**src/rtl/dynamic_budget_tracker_if.sv**
```systemverilog
// Bundle of per-channel transaction events and budget/status results for
// dynamic_budget_tracker. The tracker connects as slave, the traffic side as master.
interface dynamic_budget_tracker_if #(
  parameter int unsigned NumCh    = 2,
  parameter int unsigned MaxTxns  = 8,
  parameter int unsigned LenWidth = 8,
  parameter int unsigned CntWidth = 16
);
  localparam int unsigned OutW = $clog2(MaxTxns + 1);

  logic                               clear_i;
  logic [NumCh-1:0]                   alloc_i;
  logic [NumCh-1:0][LenWidth-1:0]     alloc_len_i;
  logic [NumCh-1:0]                   retire_i;
  logic [NumCh-1:0][LenWidth-1:0]     retire_len_i;
  logic [NumCh-1:0]                   progress_i;
  logic [NumCh-1:0][CntWidth-1:0]     accum_o;
  logic [NumCh-1:0][OutW-1:0]         outstanding_o;
  logic [NumCh-1:0][CntWidth-1:0]     budget_left_o;
  logic [NumCh-1:0]                   timeout_o;
  logic [NumCh-1:0]                   err_overflow_o;
  logic [NumCh-1:0]                   err_underflow_o;

  modport master (
    output clear_i, alloc_i, alloc_len_i, retire_i, retire_len_i, progress_i,
    input  accum_o, outstanding_o, budget_left_o, timeout_o, err_overflow_o, err_underflow_o
  );

  modport slave (
    input  clear_i, alloc_i, alloc_len_i, retire_i, retire_len_i, progress_i,
    output accum_o, outstanding_o, budget_left_o, timeout_o, err_overflow_o, err_underflow_o
  );
endinterface

```
**src/rtl/dynamic_budget_tracker.sv**
```systemverilog
// Per-channel outstanding-transaction budget tracker: accumulates len+Overhead
// cost of in-flight transactions and runs a watchdog timer that flags stalls.
module dynamic_budget_tracker #(
  parameter int unsigned NumCh    = 2,
  parameter int unsigned MaxTxns  = 8,
  parameter int unsigned LenWidth = 8,
  parameter int unsigned CntWidth = 16,
  parameter int unsigned Overhead = 5
) (
  input  logic                           clk_i,
  input  logic                           rst_ni,
  dynamic_budget_tracker_if.slave        bus
);
  localparam int unsigned OutW = $clog2(MaxTxns + 1);
  // Wide enough that accum + one cost never wraps, so saturation is exact.
  localparam int unsigned SumW = CntWidth + LenWidth + 2;
  localparam logic [SumW-1:0] AccMax = (SumW'(1) << CntWidth) - SumW'(1);

  typedef enum logic [1:0] {
    IDLE    = 2'd0,
    COUNT   = 2'd1,
    TIMEOUT = 2'd2
  } state_e;

  for (genvar c = 0; c < NumCh; c++) begin : g_ch
    state_e              state_q, state_d;
    logic [CntWidth-1:0] accum_q, accum_d;
    logic [CntWidth-1:0] budget_q, budget_d;
    logic [OutW-1:0]     out_q, out_d;
    logic                ovf_q, ovf_d;
    logic                udf_q, udf_d;
    logic                alloc_acc, retire_acc, reload;
    logic [SumW-1:0]     up, down, diff;

    // NOTE: every always_comb output gets a default first so no path leaves a latch.
    always_comb begin
      retire_acc = bus.retire_i[c] && (out_q != '0);
      alloc_acc  = bus.alloc_i[c] &&
                   ((out_q < OutW'(MaxTxns)) || ((out_q == OutW'(MaxTxns)) && retire_acc));

      up    = SumW'(accum_q) +
              (alloc_acc ? SumW'(bus.alloc_len_i[c]) + SumW'(Overhead) : '0);
      down  = retire_acc ? SumW'(bus.retire_len_i[c]) + SumW'(Overhead) : '0;
      diff  = up - down;

      ovf_d   = ovf_q | (bus.alloc_i[c] && !alloc_acc);
      udf_d   = udf_q | (bus.retire_i[c] && !retire_acc);
      accum_d = diff[CntWidth-1:0];
      if (down > up) begin
        accum_d = '0;
        udf_d   = 1'b1;
      end else if (diff > AccMax) begin
        accum_d = '1;
        ovf_d   = 1'b1;
      end

      out_d  = out_q + OutW'(alloc_acc) - OutW'(retire_acc);
      reload = alloc_acc || retire_acc || bus.progress_i[c];

      state_d  = state_q;
      budget_d = budget_q;
      unique case (state_q)
        IDLE: begin
          budget_d = '0;
          if (out_d != '0) begin
            state_d  = COUNT;
            budget_d = accum_d;
          end
        end
        COUNT: begin
          // Draining to empty wins over an expiring timer.
          if (out_d == '0) begin
            state_d  = IDLE;
            budget_d = '0;
          end else if (reload) begin
            budget_d = accum_d;
          end else if (budget_q == '0) begin
            state_d  = TIMEOUT;
          end else begin
            budget_d = budget_q - CntWidth'(1);
          end
        end
        TIMEOUT: budget_d = '0;
        default: begin
          state_d  = IDLE;
          budget_d = '0;
        end
      endcase
    end

    // NOTE: async reset and sync clear both return every register to zero/IDLE.
    always_ff @(posedge clk_i or negedge rst_ni) begin
      if (!rst_ni) begin
        state_q  <= IDLE;
        accum_q  <= '0;
        budget_q <= '0;
        out_q    <= '0;
        ovf_q    <= 1'b0;
        udf_q    <= 1'b0;
      end else if (bus.clear_i) begin
        state_q  <= IDLE;
        accum_q  <= '0;
        budget_q <= '0;
        out_q    <= '0;
        ovf_q    <= 1'b0;
        udf_q    <= 1'b0;
      end else begin
        state_q  <= state_d;
        accum_q  <= accum_d;
        budget_q <= budget_d;
        out_q    <= out_d;
        ovf_q    <= ovf_d;
        udf_q    <= udf_d;
      end
    end

    assign bus.accum_o[c]         = accum_q;
    assign bus.outstanding_o[c]   = out_q;
    assign bus.budget_left_o[c]   = budget_q;
    assign bus.timeout_o[c]       = (state_q == TIMEOUT);
    assign bus.err_overflow_o[c]  = ovf_q;
    assign bus.err_underflow_o[c] = udf_q;
  end

endmodule

```
**src/flat_wrapper.sv**
```systemverilog
// flat-port wrapper written by rule: the top's interface ports become plain ports
module dynamic_budget_tracker_flat 
#(
  parameter int unsigned NumCh    = 2,
  parameter int unsigned MaxTxns  = 8,
  parameter int unsigned LenWidth = 8,
  parameter int unsigned CntWidth = 16,
  parameter int unsigned Overhead = 5
)
  (clk_i, rst_ni, bus_clear_i, bus_alloc_i, bus_alloc_len_i, bus_retire_i, bus_retire_len_i, bus_progress_i, bus_accum_o, bus_outstanding_o, bus_budget_left_o, bus_timeout_o, bus_err_overflow_o, bus_err_underflow_o);
  dynamic_budget_tracker_if #(.NumCh(NumCh), .MaxTxns(MaxTxns), .LenWidth(LenWidth), .CntWidth(CntWidth)) bus_i ();
  input  logic clk_i;
  input  logic rst_ni;
  input wire logic [$bits(bus_i.clear_i)-1:0] bus_clear_i;
  input wire logic [$bits(bus_i.alloc_i)-1:0] bus_alloc_i;
  input wire logic [$bits(bus_i.alloc_len_i)-1:0] bus_alloc_len_i;
  input wire logic [$bits(bus_i.retire_i)-1:0] bus_retire_i;
  input wire logic [$bits(bus_i.retire_len_i)-1:0] bus_retire_len_i;
  input wire logic [$bits(bus_i.progress_i)-1:0] bus_progress_i;
  output wire logic [$bits(bus_i.accum_o)-1:0] bus_accum_o;
  output wire logic [$bits(bus_i.outstanding_o)-1:0] bus_outstanding_o;
  output wire logic [$bits(bus_i.budget_left_o)-1:0] bus_budget_left_o;
  output wire logic [$bits(bus_i.timeout_o)-1:0] bus_timeout_o;
  output wire logic [$bits(bus_i.err_overflow_o)-1:0] bus_err_overflow_o;
  output wire logic [$bits(bus_i.err_underflow_o)-1:0] bus_err_underflow_o;
  assign bus_i.clear_i = bus_clear_i;
  assign bus_i.alloc_i = bus_alloc_i;
  assign bus_i.alloc_len_i = bus_alloc_len_i;
  assign bus_i.retire_i = bus_retire_i;
  assign bus_i.retire_len_i = bus_retire_len_i;
  assign bus_i.progress_i = bus_progress_i;
  assign bus_accum_o = bus_i.accum_o;
  assign bus_outstanding_o = bus_i.outstanding_o;
  assign bus_budget_left_o = bus_i.budget_left_o;
  assign bus_timeout_o = bus_i.timeout_o;
  assign bus_err_overflow_o = bus_i.err_overflow_o;
  assign bus_err_underflow_o = bus_i.err_underflow_o;
  dynamic_budget_tracker #(.NumCh(NumCh), .MaxTxns(MaxTxns), .LenWidth(LenWidth), .CntWidth(CntWidth), .Overhead(Overhead)) u_core (.clk_i(clk_i), .rst_ni(rst_ni), .bus(bus_i));
endmodule
```
**config.mk**
```make
export PLATFORM = sky130hd
export DESIGN_NAME = dynamic_budget_tracker_flat
export DESIGN_NICKNAME = d
export VERILOG_FILES = /design/src/rtl/dynamic_budget_tracker_if.sv /design/src/rtl/dynamic_budget_tracker.sv /design/src/flat_wrapper.sv
export SDC_FILE = /design/constraint.sdc
export NUM_CORES = 1
export LEC_CHECK = 0
export ABC_AREA = 1
export CELL_PAD_IN_SITES_DETAIL_PLACEMENT = 1
export CELL_PAD_IN_SITES_GLOBAL_PLACEMENT = 1
export CORE_UTILIZATION = 42
export CTS_BUF_LIST = sky130_fd_sc_hd__clkbuf_4 sky130_fd_sc_hd__clkbuf_8 sky130_fd_sc_hd__clkbuf_16
export DETAILED_ROUTE_END_ITERATION = 8
export PLACE_DENSITY = 0.85
export SLEW_MARGIN = 20
export SYNTH_ARGS = -nofsm -noshare
export SYNTH_HDL_FRONTEND = slang
export SYNTH_SLANG_ARGS = --single-unit
```
**constraint.sdc**
```tcl
create_clock -name clk_i -period 9.09 [get_ports clk_i]
set_input_delay 1.3635 -clock clk_i [delete_from_list [all_inputs] [get_ports clk_i]]
set_output_delay 1.3635 -clock clk_i [all_outputs]
set_load 0.01 [all_outputs]
```
== Yosys cells after proc, flatten, opt, wreduce, memory -nomap -nowiden ==
Index checks and enable logic that the tools add are counted.

* Muxes and demuxes: 46
* Bitwise gates (word level): 4
* Eq/ne operators: 16
* Reductions and logical operators: 32
* Add/sub/neg operators: 14
* Magnitude comparators: 6

{| class="wikitable"
|+ Operators by type and width
! kind !! count
|-
| $mux 16 || 16
|-
| $mux 26 || 4
|-
| $pmux 16 s2 || 2
|-
| $add 16x26->26 || 2
|-
| $gt 26x16->1 const B || 2
|-
| $gt 26x26->1 || 2
|-
| $sub 26x26->26 || 2
|-
| $add 8x3->9 const B || 4
|-
| $logic_not 16->1 || 2
|-
| $sub 16x1->16 const B || 2
|-
| $mux 2 || 10
|-
| $reduce_bool 4->1 || 4
|-
| $pmux 2 s3 || 2
|-
| $logic_and 1x1->1 || 10
|-
| $mux 1 || 10
|-
| $ne 5x3->1 const B || 2
|-
| $add 4x1->4 || 2
|-
| $eq 4x4->1 const B || 2
|-
| $logic_not 4->1 || 2
|-
| $lt 4x4->1 const B || 2
|-
| $mux 4 || 2
|-
| $ne 4x2->1 const B || 2
|-
| $ne 4x4->1 const B || 2
|-
| $reduce_and 4->1 || 2
|-
| 9 further kinds || 26
|}

* Bits in registers: 80
* Input port bits: 41

== Longest topological paths before layout ==
* Word-level depth: 15
* Depth in mapped cells: 31

== Least setup slack after synthesis ==
No wires, ideal clock.

* Path kind: input-to-reg
* Start: input port bus_alloc_len_i[8]
* End: register u_core.g_ch[1].budget_q[11]
* Data required time: 8977 ps
* Arrival: 4555 ps
* Library setup time: 113 ps
* Buffers on the path: 1
* Stages on the path: 27
* Setup slack: 4422 ps
* Path through: ha_1 or2_2 nand2_1 nor2_1 inv_1 nor3_1 nor3b_1 ha_1 nand2_1 inv_1 nand2_1 nand3_1 xor2_1 ha_1 inv_1 o21ai_0 a31oi_1 nand2_1 nand2_1 nand3_1 nor2_2 nand2_1 nand2_4 buf_6 nand3_1 nand2_1 inv_1

* Longest elaborated chain between the ends: 11
* Elaborated cells on any way between the ends: 13

{| class="wikitable"
|+ Ends and longest elaborated chain
! item !! RTL line !! RTL
|-
| start: declaration || flat_wrapper.sv:16 || <nowiki>input wire logic [$bits(bus_i.alloc_len_i)-1:0] bus_alloc_len_i;</nowiki>
|-
| $add 8x3->9 (*) || dynamic_budget_tracker.sv:42 || <nowiki>(alloc_acc ? SumW'(bus.alloc_len_i[c]) + SumW'(Overhead) : '0);</nowiki>
|-
| $mux 26 (*) || dynamic_budget_tracker.sv:42 ||
|-
| $add 16x26->26 (*) || dynamic_budget_tracker.sv:41 || <nowiki>up = SumW'(accum_q) +</nowiki>
|-
| $sub 26x26->26 || dynamic_budget_tracker.sv:44 || <nowiki>diff = up - down;</nowiki>
|-
| $gt 26x16->1 || dynamic_budget_tracker.sv:52 || <nowiki>end else if (diff > AccMax) begin</nowiki>
|-
| $mux 16 || dynamic_budget_tracker.sv:52 ||
|-
| $mux 16 (*) || dynamic_budget_tracker.sv:49 || <nowiki>if (down > up) begin</nowiki>
|-
| $mux 16 || dynamic_budget_tracker.sv:75 || <nowiki>end else if (reload) begin</nowiki>
|-
| $mux 16 || dynamic_budget_tracker.sv:72 || <nowiki>if (out_d == '0) begin</nowiki>
|-
| $pmux 16 s2 (*) || dynamic_budget_tracker.sv:62 || <nowiki>unique case (state_q)</nowiki>
|-
| $mux 16 (*) || dynamic_budget_tracker.sv:100 || <nowiki>end else if (bus.clear_i) begin</nowiki>
|-
| end signal: assignment || dynamic_budget_tracker.sv:110 || <nowiki>budget_q <= budget_d;</nowiki>
|-
| end: declaration || dynamic_budget_tracker.sv:28 || <nowiki>logic [CntWidth-1:0] budget_q, budget_d;</nowiki>
|}

Every way passes the cells marked *; elsewhere a longest branch is shown, timed or not.
A chain may end at the register's enable or synchronous reset.

== Final worst setup path ==
* Start: input port bus_retire_i[0]
* End: register u_core.g_ch[0].accum_q[7]

* Longest elaborated chain between the ends: 11
* Elaborated cells on any way between the ends: 13

{| class="wikitable"
|+ Ends and longest elaborated chain
! item !! RTL line !! RTL
|-
| start: declaration || flat_wrapper.sv:17 || <nowiki>input wire logic [$bits(bus_i.retire_i)-1:0] bus_retire_i;</nowiki>
|-
| $logic_and 1x1->1 (*) || dynamic_budget_tracker.sv:37 || <nowiki>retire_acc = bus.retire_i[c] && (out_q != '0);</nowiki>
|-
| $logic_and 1x1->1 || dynamic_budget_tracker.sv:39 || <nowiki>((out_q < OutW'(MaxTxns)) || ((out_q == OutW'(MaxTxns)) && retire_acc));</nowiki>
|-
| $logic_or 1x1->1 || dynamic_budget_tracker.sv:39 ||
|-
| $logic_and 1x1->1 || dynamic_budget_tracker.sv:38 || <nowiki>alloc_acc = bus.alloc_i[c] &&</nowiki>
|-
| $mux 26 || dynamic_budget_tracker.sv:42 ||
|-
| $add 16x26->26 || dynamic_budget_tracker.sv:41 ||
|-
| $sub 26x26->26 || dynamic_budget_tracker.sv:44 ||
|-
| $gt 26x16->1 || dynamic_budget_tracker.sv:52 ||
|-
| $mux 16 || dynamic_budget_tracker.sv:52 ||
|-
| $mux 16 (*) || dynamic_budget_tracker.sv:49 ||
|-
| $mux 16 (*) || dynamic_budget_tracker.sv:100 ||
|-
| end signal: assignment || dynamic_budget_tracker.sv:109 || <nowiki>accum_q <= accum_d;</nowiki>
|-
| end: declaration || dynamic_budget_tracker.sv:27 || <nowiki>logic [CntWidth-1:0] accum_q, accum_d;</nowiki>
|}

Marks and branches as above.

==> reports/qor.yml <==
post-route-util_pct: 52.1
grt_pass1_wl_mm: 46.0
arrival_ns: 6.22
finish.instance_area_sq_um: 9870
synth-simple-area-share_pct: 41.1
first_global_vias: 9052
synthesis.area_sq_um: 8250
tightest_slew_ns: 1.09
ant_nets: 0
path_common_cell: "nand2_1"
drt_iter0_markers: 517
dr_wl_met2_mm: 12.9
worst_slack_ns: 3.02
grt.total_usage_pct: 29.1
leakagePower_nw: 5.18
period_share_pct: 66.8
drive_gt1_share_pct: 6.27
synth-seq-cells: 80
cts_setup_buffers: 0
wl_met1_mm: 13.8
peakVddDrop_mv: 0.158
synth-xor-area-share_pct: 3.61
synth_largest_area_cell: "dfrtp_1"
gp_congestion: 0.926
hold_class: "flip-flop to flip-flop"
synthToLayoutAreaGrowth_pct: 19.6
drc: 0
most-common-layout-cells: "nand2_1 (331), inv_1 (200), nand3_1 (153), nor2_1 (149), clkdlybuf4s50_1 (116)"
run_status: "finished clean"
die_w_microns: 142
io_pins: 119
hold_viol: 0
place_area_sq_um: 9560
p_per_area_nw_per_um2: 405
viasPerCell: 5.36
htree_levels: 3
syn_avg_cell_area_sq_um: 6.28
dpl.hpwl_mm: 22.7
topRoutingLayerUsed: "met4"
cts_buffers: 9
wl_met3_mm: 1.58
port_buffers: 118
end_kind: "flip-flop"
intPower_mw: 1.79
crit_slowest_cell: "a31oi_1"
antenna_cells: 0
p_sw_share_pct: 55.1
synth-adder-area-share_pct: 9.65
yosys_warnings: 0
avgRoutedWirePerCell_microns: 17.1
critPathTopFamily: "simple AND/OR/NAND/NOR gates"
pwr-share-seq_pct: 16.3
slowest_delay_ns: 0.72
grt_remaining_overflow: 0
cts_tree: "yes"
cts_resized: 0
grt_max_degree: 72
cp-start-kind: "primary input"
root_buffer: "clkbuf_16"
clock_path_buffers: 2
ctsHoldBuffers: 0
coreArea_sq_um: 19000
max_freq_mhz: 165
yosysUniqueCellTypes: 44
routed_wirelength_mm: 28.7
pwr-share-comb_pct: 74.1
antenna_found_initial: 0
cts.sinks: 80
dr.pass1.iters: 6
rsz0062_at_grt: "false"
num_vias: 8999
worst-path-max-fanout: 33
synth_top_family_by_area: "simple AND/OR/NAND/NOR gates"
p_sw_mw: 2.20
muxShareOfSynthArea_pct: 0
p_clk_share_pct: 9.6
clk_pin_slew_ns: 0.07
cap_violations: 0
layout_commonest_cell: "nand2_1"
dieArea_sq_um: 20200
crit_type: "primary input to flip-flop"
finalCriticalPeriod_ns: 6.07
required_ns: 9.24
start_util_pct: 43.5
synth_top_area_share_pct: 24.3
synthCells: 1314
slew_headroom_pct: 27.1
tns_ns: 0
placementRows: 50
cp_num_buf_inv: 3
seq_area_frac_synth_pct: 24.3
fin_skew_ns: 0.0118
syn_nets: 1415
path_cells: "clkdlybuf4s50_1 -> inv_1 -> a31oi_1 -> nand4_1 -> nand2_1 -> nand2_2 -> inv_1 -> nand2_1 -> nor2_1 -> ha_1 -> nand2_1 -> nand3_1 -> xor2_1 -> ha_1 -> nand2_1 -> o21ai_0 -> nand2_1 -> and3_1 -> nand2_1 -> nand2_1 -> nand3_1 -> nand2_1 -> nand2_4 -> a21oi_1"
nets: 1516
synth-compound-area-share_pct: 9.68
die_h_microns: 142
clock_latency_ns: 0.36
holdWs_ns: 0.521
drv_slew: 0
synthTopCellsByArea: "dfrtp_1 (24%), nand2_1 (15%), nand3_1 (9.3%)"
post-place-ws_ns: 2.51
setup_viol: 0
-- stage by stage --
| stage | instances | power (mW) |
|---|---|---|
| after floorplan | 1314 | 2.66 |
| after global placement | 1664 | 3.43 |
| after detailed placement | 1664 | 3.54 |
| after CTS | 1680 | 3.96 |
| after global routing | 1680 | 4.36 |
| final | 1680 | 3.99 |
-- power groups by stage --
stage / clock [mW] / combinational [mW] / sequential, mW
4_1_cts: 0.383 / 2.92 / 0.651
5_1_grt: 0.397 / 3.29 / 0.668
3_5_place_dp: 0 / 2.88 / 0.654
3_3_place_gp: 0 / 2.77 / 0.654
6_report: 0.382 / 2.96 / 0.653
2_1_floorplan: 0 / 2.01 / 0.651
-- metal layers --
layer  up-vias  global-route usage (%)
li1       4415                       -
met1      4314                    39.5
met2       238                    47.7
met3        32                    4.31
met4         0                    8.32
met5         -                       0
-- state kept, by name (all words and copies together) (netlist names) --
name / count
u_core.g_ch.budget_q: 32
u_core.g_ch.out_q: 8
u_core.g_ch.state_q: 4
u_core.g_ch.udf_q: 2
u_core.g_ch.accum_q: 32
u_core.g_ch.ovf_q: 2
-- cells by family after synthesis --
logic type | after synthesis
and+or+nand+nor | 759
buffers and inverters | 234
AOI/OAI and AO/OA | 147
DFF | 80
adders and majority gates | 60
xor gates and xnor gates | 34
-- worst paths after layout --
check / cells after the start / endpoint / slack (ns) / start
min: 2 / u_core.g_ch[1].budget_q[0]$_DFFE_PN0P_ / 0.52 / u_core.g_ch[1].budget_q[0]$_DFFE_PN0P_
min in group asynchronous: 1 / u_core.g_ch[1].budget_q[2]$_DFFE_PN0P_ / 0.83 / rst_ni
max: 24 / u_core.g_ch[0].accum_q[7]$_DFF_PN0_ / 3.02 / bus_retire_i[0]
max reg2reg: 24 / u_core.g_ch[0].accum_q[7]$_DFF_PN0_ / 3.84 / u_core.g_ch[0].out_q[3]$_DFF_PN0_
min reg2reg: 2 / u_core.g_ch[1].budget_q[0]$_DFFE_PN0P_ / 0.52 / u_core.g_ch[1].budget_q[0]$_DFFE_PN0P_
max in group asynchronous: 2 / u_core.g_ch[0].accum_q[3]$_DFF_PN0_ / 7.08 / rst_ni
-- cell usage after synthesis --
cell	count
a211o_1	1
a21o_1	2
a21oi_1	80
a21oi_2	3
a31oi_1	9
a32o_1	1
and3_1	4
buf_1	1
buf_2	6
buf_4	4
buf_6	8
clkbuf_1	10
clkinv_1	2
clkinv_2	1
dfrtp_1	80
fa_1	6
ha_1	54
inv_1	200
inv_2	2
nand2_1	331
nand2_2	19
nand2_4	2
nand3_1	153
nand3_2	4
nand3_4	1
nand3b_1	6
nand3b_2	1
nand4_1	27
nor2_1	149
nor2_2	13
nor2_4	1
nor3_1	18
nor3b_1	4
nor4_1	3
o21a_1	2
o21ai_0	41
o21ai_2	1
o21bai_1	5
o31ai_1	2
or2_1	1
or2_2	21
or3_1	1
xnor2_1	8
xor2_1	26
-- final cells by class --
class | instances | area, sq um
clock buffers | 10 | 239
clock inverters | 6 | 58.8
fillers | 2580 | 9090
inverters | 205 | 771
multi-input cells | 1000 | 5290
flip-flops and latches | 80 | 2000
well taps | 260 | 325
repair buffers | 119 | 1180
-- worst register-to-register path, stage by stage (launching register included) --
cell,delay [ns]
dfrtp_1,0.43
inv_1,0.06
ha_1,0.20
a31oi_1,0.75
nand4_1,0.23
nand2_1,0.14
nand2_2,0.14
inv_1,0.14
nand2_1,0.07
nor2_1,0.11
ha_1,0.31
nand2_1,0.12
nand3_1,0.16
xor2_1,0.20
ha_1,0.39
nand2_1,0.10
o21ai_0,0.39
nand2_1,0.10
and3_1,0.20
nand2_1,0.07
nand2_1,0.05
nand3_1,0.08
nand2_1,0.08
nand2_4,0.32
a21oi_1,0.20
(Power assumes the default switching activity.)
